$ cat config.mk
export PLATFORM = sky130hd
export DESIGN_NAME = fnd_scan_ctrl_flat
export DESIGN_NICKNAME = d
export VERILOG_FILES = /design/src/rtl/fnd_scan_ctrl_pkg.sv /design/src/rtl/fnd_scan_ctrl_if.sv /design/src/rtl/fnd_scan_ctrl_bin2bcd_seq.sv /design/src/rtl/fnd_scan_ctrl.sv /design/src/flat_wrapper.sv
export SDC_FILE = /design/constraint.sdc
export NUM_CORES = 1
export LEC_CHECK = 0
export ABC_AREA = 1
export CELL_PAD_IN_SITES_DETAIL_PLACEMENT = 1
export CELL_PAD_IN_SITES_GLOBAL_PLACEMENT = 1
export CORE_UTILIZATION = 35
export CTS_CLUSTER_DIAMETER = 40
export DETAILED_ROUTE_END_ITERATION = 16
export PLACE_DENSITY_LB_ADDON = 0.1
export SYNTH_ARGS = -nofsm -noshare
export SYNTH_HDL_FRONTEND = slang
export SYNTH_SLANG_ARGS = --single-unit
$ cat constraint.sdc
create_clock -name i_clk -period 2.5 [get_ports i_clk]
set_input_delay 0.75 -clock i_clk [delete_from_list [all_inputs] [get_ports i_clk]]
set_output_delay 0.75 -clock i_clk [all_outputs]
set_load 0.01 [all_outputs]
$ cat src/rtl/fnd_scan_ctrl_pkg.sv
// Shared constants, conversion FSM states and input saturation helper
// for the 4-digit FND scan controller.
package fnd_pkg;

    localparam int FND_DIGITS    = 4;
    localparam int FND_MAX_VALUE = 9999;
    localparam int BIN_W         = 14;
    localparam int BCD_W         = 16;

    typedef enum logic [1:0] {
        IDLE = 2'd0,
        CONV = 2'd1,
        DONE = 2'd2
    } conv_state_t;

    function automatic logic [BIN_W-1:0] saturate(input logic [BIN_W-1:0] v);
        return (v > BIN_W'(FND_MAX_VALUE)) ? BIN_W'(FND_MAX_VALUE) : v;
    endfunction

endpackage

$ cat src/rtl/fnd_scan_ctrl_if.sv
// Value handshake between the producer and the FND scan controller.
interface fnd_scan_ctrl_if;
    import fnd_pkg::*;

    logic             i_valid;
    logic [BIN_W-1:0] i_value;
    logic             o_ready;

    modport master (output i_valid, output i_value, input  o_ready);
    modport slave  (input  i_valid, input  i_value, output o_ready);

endinterface

$ cat src/rtl/fnd_scan_ctrl_bin2bcd_seq.sv
// Sequential double-dabble: one add-3/shift step per clock, 14 steps per value,
// result held in DONE for one cycle so the caller can capture it.
module bin2bcd_seq
    import fnd_pkg::*;
(
    input  logic             clk,
    input  logic             rst_n,
    input  logic             start,
    input  logic [BIN_W-1:0] bin,
    output logic             busy,
    output logic             done,
    output logic [BCD_W-1:0] bcd
);

    conv_state_t      state_reg, state_next;
    logic [BIN_W-1:0] bin_reg, bin_next;
    logic [BCD_W-1:0] bcd_reg, bcd_next;
    logic [3:0]       iter_reg, iter_next;
    logic [BCD_W-1:0] bcd_adj;

    genvar gi;
    generate
        for (gi = 0; gi < FND_DIGITS; gi++) begin : g_adj
            assign bcd_adj[gi*4 +: 4] = (bcd_reg[gi*4 +: 4] >= 4'd5)
                                      ? bcd_reg[gi*4 +: 4] + 4'd3
                                      : bcd_reg[gi*4 +: 4];
        end
    endgenerate

    always_ff @(posedge clk or negedge rst_n) begin
        if (!rst_n) begin
            state_reg <= IDLE;
            bin_reg   <= '0;
            bcd_reg   <= '0;
            iter_reg  <= '0;
        end else begin
            state_reg <= state_next;
            bin_reg   <= bin_next;
            bcd_reg   <= bcd_next;
            iter_reg  <= iter_next;
        end
    end

    always_comb begin
        state_next = state_reg;
        bin_next   = bin_reg;
        bcd_next   = bcd_reg;
        iter_next  = iter_reg;
        case (state_reg)
            IDLE: begin
                if (start) begin
                    bin_next   = bin;
                    bcd_next   = '0;
                    iter_next  = '0;
                    state_next = CONV;
                end
            end
            CONV: begin
                {bcd_next, bin_next} = {bcd_adj, bin_reg} << 1;
                iter_next = iter_reg + 4'd1;
                if (iter_reg == 4'(BIN_W - 1)) begin
                    state_next = DONE;
                end
            end
            DONE:    state_next = IDLE;
            default: state_next = IDLE;
        endcase
    end

    assign busy = (state_reg != IDLE);
    assign done = (state_reg == DONE);
    assign bcd  = bcd_reg;

endmodule

$ cat src/rtl/fnd_scan_ctrl.sv
// FND scan controller: accepts a value, converts it to BCD, holds it for display
// and scans the four digits with leading-zero blanking.
module fnd_scan_ctrl
    import fnd_pkg::*;
#(
    parameter int SCAN_DIV = 100_000,
    parameter int BLANK_LZ = 1
) (
    input  logic                i_clk,
    input  logic                i_reset_n,
    fnd_scan_ctrl_if.slave      bus,
    output logic [1:0]          o_cnt4,
    output logic [3:0]          o_bcd,
    output logic                o_blank
);

    localparam int PRE_W = (SCAN_DIV > 1) ? $clog2(SCAN_DIV) : 1;

    logic             conv_start;
    logic             conv_busy;
    logic             conv_done;
    logic [BCD_W-1:0] conv_bcd;
    logic [BCD_W-1:0] display_reg;
    logic [PRE_W-1:0] pre_reg;
    logic [1:0]       cnt_reg;
    logic [FND_DIGITS-1:0] digit_zero;
    logic [FND_DIGITS-1:0] upper_zero;
    logic             zero_run;

    assign bus.o_ready = !conv_busy;
    assign conv_start  = bus.i_valid && bus.o_ready;

    bin2bcd_seq u_bin2bcd (
        .clk   (i_clk),
        .rst_n (i_reset_n),
        .start (conv_start),
        .bin   (saturate(bus.i_value)),
        .busy  (conv_busy),
        .done  (conv_done),
        .bcd   (conv_bcd)
    );

    always_ff @(posedge i_clk or negedge i_reset_n) begin
        if (!i_reset_n) begin
            display_reg <= '0;
        end else if (conv_done) begin
            display_reg <= conv_bcd;
        end
    end

    // Scan runs freely; the slot index advances on the last prescaler count.
    always_ff @(posedge i_clk or negedge i_reset_n) begin
        if (!i_reset_n) begin
            pre_reg <= '0;
            cnt_reg <= '0;
        end else if (pre_reg == PRE_W'(SCAN_DIV - 1)) begin
            pre_reg <= '0;
            cnt_reg <= cnt_reg + 2'd1;
        end else begin
            pre_reg <= pre_reg + PRE_W'(1);
        end
    end

    genvar gi;
    generate
        for (gi = 0; gi < FND_DIGITS; gi++) begin : g_zero
            assign digit_zero[gi] = (display_reg[gi*4 +: 4] == 4'd0);
        end
    endgenerate

    // upper_zero[k]: digits k..3 are all zero
    always_comb begin
        upper_zero = '0;
        zero_run   = 1'b1;
        for (int k = FND_DIGITS - 1; k >= 0; k--) begin
            zero_run      = zero_run && digit_zero[k];
            upper_zero[k] = zero_run;
        end
    end

    assign o_cnt4  = cnt_reg;
    assign o_bcd   = display_reg[cnt_reg*4 +: 4];
    assign o_blank = (BLANK_LZ != 0) && (cnt_reg != 2'd0) && upper_zero[cnt_reg];

endmodule

$ cat src/flat_wrapper.sv
// flat-port wrapper written by rule: the top's interface ports become plain ports
module fnd_scan_ctrl_flat import fnd_pkg::*;
#(
    parameter int SCAN_DIV = 100_000,
    parameter int BLANK_LZ = 1
)
  (i_clk, i_reset_n, o_cnt4, o_bcd, o_blank, bus_i_valid, bus_i_value, bus_o_ready);
  fnd_scan_ctrl_if bus_i ();
  input  logic i_clk;
  input  logic i_reset_n;
  output logic [1:0] o_cnt4;
  output logic [3:0] o_bcd;
  output logic o_blank;
  input wire logic [$bits(bus_i.i_valid)-1:0] bus_i_valid;
  input wire logic [$bits(bus_i.i_value)-1:0] bus_i_value;
  output wire logic [$bits(bus_i.o_ready)-1:0] bus_o_ready;
  assign bus_i.i_valid = bus_i_valid;
  assign bus_i.i_value = bus_i_value;
  assign bus_o_ready = bus_i.o_ready;
  fnd_scan_ctrl #(.SCAN_DIV(SCAN_DIV), .BLANK_LZ(BLANK_LZ)) u_core (.i_clk(i_clk), .i_reset_n(i_reset_n), .bus(bus_i), .o_cnt4(o_cnt4), .o_bcd(o_bcd), .o_blank(o_blank));
endmodule
Word-level counts from Yosys, hierarchy flattened:

Index checks and enable logic that the tools add are counted.

* bits in registers: 71
* output and inout port bits: 8
* logic and storage cells: 60

* add/subtract/negate cells: 7
* magnitude comparators: 6
* equal/unequal tests: 6
* shifts and indexed selects: 1
* multiplexer cells: 17
* reductions and logical operators: 16

Operators by type and width (count)
* case mux 16 bit (2 select lines): 1
* two-way mux 14 bit: 2
* case mux 14 bit (2 select lines): 1
* adder 17 x 1 -> 17 bit, second input constant: 1
* == test 17 bit, second input constant: 1
* two-way mux 17 bit: 1
* >= comparator 4 x 3 -> 1 bit, second input constant: 4
* logical NOT 4 bit: 4
* two-way mux 16 bit: 1
* two-way mux 4 bit: 4
* indexed part select 16 x 5 -> 4 bit: 1
* > comparator 14 bit, second input constant: 1
* adder 4 x 2 -> 4 bit, second input constant: 3
* case mux 4 bit (2 select lines): 1
* nonzero test 2 bit: 3
* logical AND 1 bit: 5
* adder 4 x 1 -> 4 bit, second input constant: 1
* == test 4 bit, second input constant: 1
* two-way mux 2 bit: 2
* case mux 2 bit (2 select lines): 1
* AND reduction 2 bit: 2
* adder 3 x 2 -> 3 bit, second input constant: 1
* less-than comparator 2 x 3 -> 1 bit, second input constant: 1
* two-way mux 3 bit: 1
* other kinds (9): 9

Logic depth before layout (Yosys ltp):

Gate-level depths: netlist of the first run.

* depth in word-level cells: 7
* depth in mapped cells: 9

Cells and area by module:

A second synthesis of the first run with hierarchy kept.

* cell total of the unflattened synthesis: 505
* area, all modules: 3860.0 um2

By module, submodules not included
* fnd_scan_ctrl: times used 1, cells an instance 262, area an instance 1961.9 um2, seq. area each 875.8 um2
* bin2bcd_seq: times used 1, cells an instance 243, area an instance 1898.1 um2, seq. area each 900.9 um2

Least setup slack after synthesis of the first run:

OpenSTA, ideal clock, no wires.

* path type: flip-flop to output port
* start point: reg u_core.cnt_reg[0], in the netlist u_core.o_cnt4[0]
* end point: out o_blank
* data arrival time: 1.443 ns
* data required time: 1.750 ns
* path slack: 0.307 ns
* cell stages (with the launch flop): 8
* cell sequence: dfrtp_1 > clkbuf_1 > inv_1 > buf_2 > ha_1 > nor2_1 > nand3_1 > a21oi_1

* word-level cells in the longest chain between the ends: 3
* elaborated cells between the ends (all ways): 4

Ends and longest elaborated chain
* start: declaration: line fnd_scan_ctrl.sv:25 `logic [1:0] cnt_reg;`
* start signal: assignment: line fnd_scan_ctrl.sv:58 `cnt_reg <= cnt_reg + 2'd1;`
* binary-select mux 1 bit (select 2 bit): line fnd_scan_ctrl.sv:83 `assign o_blank = (BLANK_LZ != 0) && (cnt_reg != 2'd0) && upper_zero[cnt_reg];`
* two-way mux 1 bit (implied by the code): line fnd_scan_ctrl.sv:83
* logical AND 1 bit (*): line fnd_scan_ctrl.sv:83
* end: declaration: line flat_wrapper.sv:13 `output logic o_blank;`

Every way passes the cells marked *; elsewhere a longest branch is shown, timed or not. The select of a mux whose other input is x is not followed.

Worst setup path in the final report of the first run:

Same ends and word-level chain as after synthesis.

==> out/results.tsv, run 1 <==
metric	value	unit
vias in the first global route	3194	
setup TNS	0	ps
register area share after synthesis	48.1	%
die height	105	µm
H-tree lvl count	3	
Clock Latency Late Sink	350	ps
Vias per Instance	4.72	
fin crit share	93.8	%
via count	3075	
cts hold-fix bufs	0	
largest cells by area after synthesis	dfrtp_1 (48%), nand2_1 (14%), nor2_1 (8.3%)	
Post-Synth XOR/XNOR Area	2.61	%
Cells after Synth	482	
global-route wire length before repair	14.9	mm
P_int	2.67	mW
sequential group share of total power	41.2	%
number of flip-flops in the largest register	17	
Combinational Power Share	36.7	%
largest net degree at the start of global routing	72	
Layout Nets	540	
Clock Sinks	71	
Crit Path Category	flip-flop to output pin	
CTS tree	done	
Worst Setup Start Kind	flip-flop	
ANT nets after route	0	
FF-to-FF Start	u_core.u_bin2bcd.state_reg[0]	
ant diodes	0	
post-synthesis instance area	3690	µm²
cts bufs inserted	9	
Yosys top cell by area	dfrtp_1	
YS warnings	0	
post-DP HPWL	6.04	mm
total grt overflow	0	
Async S/R FF share, synth	100	%
Rows	37	
switching share of power	38.6	%
Die Span X	105	µm
Mapped Nets	511	
Slew Limit Fails	0	
status	completed	
Root Driver	clkbuf_8	
Clock power frac	22.1	%
Critical Path AT	1590	ps
Layout area overhead	16.2	%
worst vdd ir	0.623	mV
final hold violations	0	
Clock transition at path regs	80	ps
layout cell share with drive strength beyond 1	6.01	%
Fmax	427	MHz
Main synth FF type	dfrtp_1	
Data required, critical path	1750	ps
RSZ-0062 raised after global routing	false	
1st-iter DRT viols	83	
Yosys reg bits	71	
final core occ	41.8	%
core area	10300	µm²
Worst Setup End Kind	output pin	
Hold Crit Class	input port to async pin	
Yosys top cell area share	48.1	%
Fillers	1293	
Setup Skew	12.3	ps
gpl congestion	0.740	
First-pass DRT Iterations	4	
setup violators final	0	
final worst slack	156	ps
Leakage Power	2.11	nW
Net Sw Power	1.68	mW
DR DRC count	0	
Synth Area in Compound Gates	10.2	%
Tmin final	2340	ps
CTS Buffer Depth	2	
dpl cells	636	
die area	11000	µm²
Yosys cell types	24	
total wire length	8.18	mm
FF+latch area	1780	µm²
number of port buffers	24	
WL/cell	12.5	µm
largest fanout on the critical path	10	
Layout Cells excl Fill	652	
post-CTS setup buffers	0	
largest family of logic cells by synthesized area	simple AND/OR/NAND/NOR gates	
Starting Density	35.9	%
post-place setup slack	241	ps
crit path from	u_core.o_cnt4[0]	
Post-synth EDFFs	0	
initial antenna violation count	0	
overall power	4.35	mW
gr usage total	16.9	%
multiplexer share of the synthesized area	0	%
Slew HR	41.8	%
Max-cap violations	0	
area taken by multi-input logic gates	1640	µm²
Synth Area in Adders	4.07	%
Slew @ Worst Pin	872	ps
PD cells	1010	nW/µm²
simple logic cell fraction of the synthesized area	27.6	%
num ports	25	
syn avg cell area	7.66	µm²
## cells in the mapped netlist (2+ instances only)
cell type,instances
nor2_1,82
nand2_1,138
a21oi_1,6
nand4_1,2
clkbuf_1,4
buf_6,3
inv_1,47
o21ai_0,45
nor2_4,2
xor2_1,10
inv_2,3
nand3_1,27
nor2_2,2
buf_4,3
o22ai_1,11
a22oi_1,4
ha_1,12
o21ai_1,3
dfrtp_1,71
buf_2,3
## metal layers
layer	GRT usage, %	part of all wire, %
met1	23.6	52
met2	26.6	44
met3	3.24	2.4
met4	5.13	1.3
met5	0	0
## timing repair
action                                  4_1_cts  5_1_grt
gates resized for setup                       5        0
hold endpoints to repair                      0        0
endpoints found under the setup margin        5        0
## through the flow
step	hold slack, ps	instance area (µm²)
final	415	4290
after global routing	438	4290
after CTS	434	4290
after detailed placement	467	4090
after global placement	465	4090
after floorplan	448	3690
## kinds of logic after synthesis
kind of cell	after synthesis
compound gates	70
xor+xnor	11
fa+ha+maj	12
buf+inv	63
flops	71
simple gates	255
## path summary, 6_finish.rpt
check	cells after the start	slack (ps)	end
min in group i_clk	2	480	u_core.u_bin2bcd.bcd[9]
hold / removal	2	410	u_core.display_reg[15]
setup reg to reg	6	740	u_core.u_bin2bcd.bin_reg[13]
max in group asynchronous	2	1750	u_core.u_bin2bcd.bcd[7]
hold reg to reg	2	480	u_core.u_bin2bcd.bcd[9]
setup / recovery	6	160	o_blank
## worst max-delay path, cell delays in order, from the launching register on
cell and delay [ps]:
dfrtp_1 350, inv_1 80, buf_4 170, o21ai_0 150, nand3_1 90, a21oi_1 120, dlygate4sd2_1 280
## power by group through the flow
stage          registers, mW  logic (mW)  clock network [mW]
2_1_floorplan           1.74        1.27                   0
3_3_place_gp            1.81        1.60                   0
3_5_place_dp            1.82        1.65                   0
4_1_cts                 1.80        1.64                1.00
5_1_grt                 1.86        1.89                1.05
6_report                1.79        1.59               0.961
## cell type report
cell class	instances	share of cell area, %
Clock buffer	12	3.61
Clock inverter	4	1.25
Inverter	50	4.37
Multi-Input combinational cell	348	38.3
Sequential cell	71	41.4
Tap cell	136	3.96
Timing Repair Buffer	31	7.14
## cell usage in the layout, fill, tap and decap left out, types with 3 or more instances in the layout
master and n:
ha_1 12, dlygate4sd2_1 5, xor2_1 10, o21ai_0 45, nor2_1 82, clkdlybuf4s50_1 18, inv_2 3, o21ai_1 3
o22ai_1 11, dfrtp_1 71, clkbuf_8 11, inv_1 47, buf_4 5, nand3_1 27, nand2_1 138, a21oi_1 6
a22oi_1 4
Power figures use the tool's default switching activity.
==> run 2, diff against run 1 <==
--- a/config.mk
+++ b/config.mk
@@ -12,6 +12,8 @@
 export CTS_CLUSTER_DIAMETER = 40
 export DETAILED_ROUTE_END_ITERATION = 16
 export PLACE_DENSITY_LB_ADDON = 0.1
+export SKIP_LAST_GASP = 1
 export SYNTH_ARGS = -nofsm -noshare
 export SYNTH_HDL_FRONTEND = slang
+export SYNTH_HIERARCHICAL = 1
 export SYNTH_SLANG_ARGS = --single-unit
==> run 2 against run 1 <==
Routed wire length up 9.8%. Synthesized cell count increased by 4.8%. Register-to-register slack gained 300 ps. Via count is 6.4% higher. Non-clock buffer count increased by 3. First-iteration DRC count up 45%. Critical path depth unchanged. Sequential share of layout area down 1.2 points. Maximum frequency rose by 2.5%. Critical endpoint is now o_bcd[2].
==> out/results.tsv, run 2 <==
metric	value	unit	change
CTS Buffer Depth	2		unchanged
global-route wire length before repair	16.0	mm	was 14.9 mm
setup TNS	0	ps	unchanged
Cells after Synth	505		was 482
FF-to-FF Start	u_core/u_bin2bcd/state_reg[1]		was u_core.u_bin2bcd.state_reg[0]
largest net degree at the start of global routing	38		was 72
Slew @ Worst Pin	582	ps	was 872 ps
post-place setup slack	176	ps	was 241 ps
Data required, critical path	1750	ps	about the same
met3 wire len	261	µm	was 194 µm
YS warnings	6		was 0
worst vdd ir	0.451	mV	was 0.623 mV
First-pass DRT Iterations	4		unchanged
Leakage Power	2.19	nW	was 2.11 nW
Root Driver	clkbuf_8		unchanged
layout cell share with drive strength beyond 1	8.30	%	was 6.01%
syn avg cell area	7.64	µm²	was 7.66 µm²
most common library cells after synthesis	nand2_1 (151), dfrtp_1 (71), inv_1 (68)		was nand2_1 (138), nor2_1 (82), dfrtp_1 (71)
Clock transition at path regs	70	ps	was 80 ps
Rows	37		unchanged
Fmax	437	MHz	was 427 MHz
Clock Sinks	71		unchanged
final core occ	42.1	%	was 41.8%
DRT met1 WL	4.63	mm	was 4.26 mm
commonest non-fill, non-tap cell in the layout	nand2_1		unchanged
sequential group share of total power	43.7	%	was 41.2%
num ports	25		unchanged
Hold Crit Class	input port to async pin		unchanged
Main synth FF type	dfrtp_1		unchanged
ant diodes	0		unchanged
total grt overflow	0		unchanged
setup slack, reg-to-reg	1040	ps	was 740 ps
Layout area overhead	14.5	%	was 16.2%
number of port buffers	24		unchanged
Vias per Instance	4.83		was 4.72
Slew HR	61.1	%	was 41.8%
overall power	4.14	mW	was 4.35 mW
most frequent cells in the layout	nand2_1 (151), dfrtp_1 (71), inv_1 (68), nand3_1 (43), nor2_1 (36)		was nand2_1 (138), nor2_1 (82), dfrtp_1 (71), inv_1 (47), o21ai_0 (45)
Die Span X	107	µm	was 105 µm
most common cell in the netlist	nand2_1		unchanged
core area	10500	µm²	was 10300 µm²
largest cells by area after synthesis	dfrtp_1 (46%), nand2_1 (15%), inv_1 (6.6%)		was dfrtp_1 (48%), nand2_1 (14%), nor2_1 (8.3%)
Yosys top cell by area	dfrtp_1		unchanged
end of the worst register-to-register path	u_core/u_bin2bcd/iter_reg[2]		was u_core.u_bin2bcd.bin_reg[13]
total wire length	8.99	mm	was 8.18 mm
post-DP HPWL	6.63	mm	was 6.04 mm
post-synthesis instance area	3860	µm²	was 3690 µm²
Setup Skew	10.4	ps	was 12.3 ps
initial antenna violation count	0		unchanged
top layer in use	met4		unchanged
Post-synth EDFFs	0		unchanged
Yosys cell types	28		was 24
area taken by multi-input logic gates	1730	µm²	was 1640 µm²
post-route cell area	4420	µm²	was 4290 µm²
largest fanout on the critical path	15		was 10
Crit Path Category	flip-flop to output pin		unchanged
register area share after synthesis	46.0	%	was 48.1%
gr usage total	17.8	%	was 16.9%
Worst R2R Path Depth	6		unchanged
vias in the first global route	3475		was 3194
Critical Path AT	1540	ps	was 1590 ps
Yosys top cell area share	46.0	%	was 48.1%
DR DRC count	0		unchanged
Yosys reg bits	71		unchanged
Layout Nets	567		was 540
gpl congestion	0.825		was 0.740
number of flip-flops in the largest register	17		unchanged
Worst Setup Start Kind	flip-flop		unchanged
Slew Limit Fails	0		unchanged
Starting Density	36.7	%	was 35.9%
final worst slack	212	ps	was 156 ps
cts bufs inserted	9		unchanged
Clock power frac	18.9	%	was 22.1%
final hold violations	0		unchanged
die area	11500	µm²	was 11000 µm²
fin crit share	91.5	%	was 93.8%
P_int	2.46	mW	was 2.67 mW
CTS tree	done		unchanged
DR WL met2	3.99	mm	was 3.62 mm
PD cells	938	nW/µm²	was 1010 nW/µm²
Clock Latency Late Sink	350	ps	about the same
via count	3273		was 3075
Placement Cell Area	4260	µm²	was 4090 µm²
ANT nets after route	0		unchanged
die height	107	µm	was 105 µm
Max-cap violations	0		unchanged
setup violators final	0		unchanged
status	completed		unchanged
WL/cell	13.3	µm	was 12.5 µm
Worst Setup End Kind	output pin		unchanged
FF+latch area	1780	µm²	unchanged
H-tree lvl count	3		unchanged
Async S/R FF share, synth	100	%	unchanged
Mapped Nets	534		was 511
1st-iter DRT viols	120		was 83
RSZ-0062 raised after global routing	false		unchanged
Fillers	1320		was 1293
Net Sw Power	1.69	mW	was 1.68 mW
switching share of power	40.7	%	was 38.6%
Combinational Power Share	37.4	%	was 36.7%
Tmin final	2290	ps	was 2340 ps
==> run 2: how the worst max path moves through the flow <==
| stage | start | end | cells past startpoint | slack, ps |
|---|---|---|---|---|
| detailed placement | u_core/o_cnt4[1] | o_blank | 6 | 180 |
| global route | u_core/o_cnt4[1] | o_blank | 6 | 20 |
| floorplan | u_core/o_cnt4[0] | o_blank | 6 | 370 |
| finish | u_core/o_cnt4[0] | o_bcd[2] | 6 | 210 |
| CTS | u_core/o_cnt4[1] | o_blank | 6 | 110 |
| global placement | u_core/o_cnt4[1] | o_blank | 6 | 190 |
==> run 2: power by group through the flow <==
stage | logic (mW) | clock network (mW) | registers [mW]
2_1_floorplan | 1.20 | 0 | 1.73
3_3_place_gp | 1.52 | 0 | 1.82
3_5_place_dp | 1.59 | 0 | 1.83
4_1_cts | 1.57 | 0.826 | 1.81
5_1_grt | 1.82 | 0.880 | 1.87
6_report | 1.55 | 0.785 | 1.81
==> run 2: cells by family after synthesis <==
family	count (synthesis)	synth area share, %
multiplexers	4	1.17
adder cells (fa/ha/maj)	12	3.89
buffers and inverters	87	9.08
flip-flops	71	46.0
AO/OA/AOI/OAI	61	8.59
AND/OR/NAND/NOR	263	29.7
XOR/XNOR	7	1.59
==> run 2: timing repair <==
| action | in CTS | in global routing |
|---|---|---|
| endpoints found under the setup margin | 5 | 1 |
| endpoints found under the hold margin | 0 | 0 |
| gates cloned | 0 | 0 |
| hold buffers | 0 | 0 |
| setup buffers | 1 | 0 |
| resized for setup | 5 | 2 |
==> run 2: worst max-delay path: stages, from the launching register on <==
cell and delay, ps:
dfrtp_1 380, inv_1 80, buf_4 180, o21ai_0 100
a21oi_1 130, a21oi_1 50, dlygate4sd2_1 280
==> run 2: metal layers <==
layer  track usage [%]  up-vias
met2              27.4       48
met5                 0        -
met3              3.71        8
li1                  -     1673
met4              6.56        0
met1              24.7     1544
==> run 2: through the flow <==
stage,std cells,hold WS (ps)
detailed placement,662,463
global placement,662,453
global route,678,471
CTS,678,439
floorplan,505,428
finish,678,432
==> run 2: area by class of cell <==
type	instances	share of cell area, %
Timing Repair Buffer	34	6.80
Tap cell	136	3.85
Clock inverter	1	0.113
Multi-Input combinational cell	347	39.2
Inverter	75	6.37
Sequential cell	71	40.2
Clock buffer	14	3.45
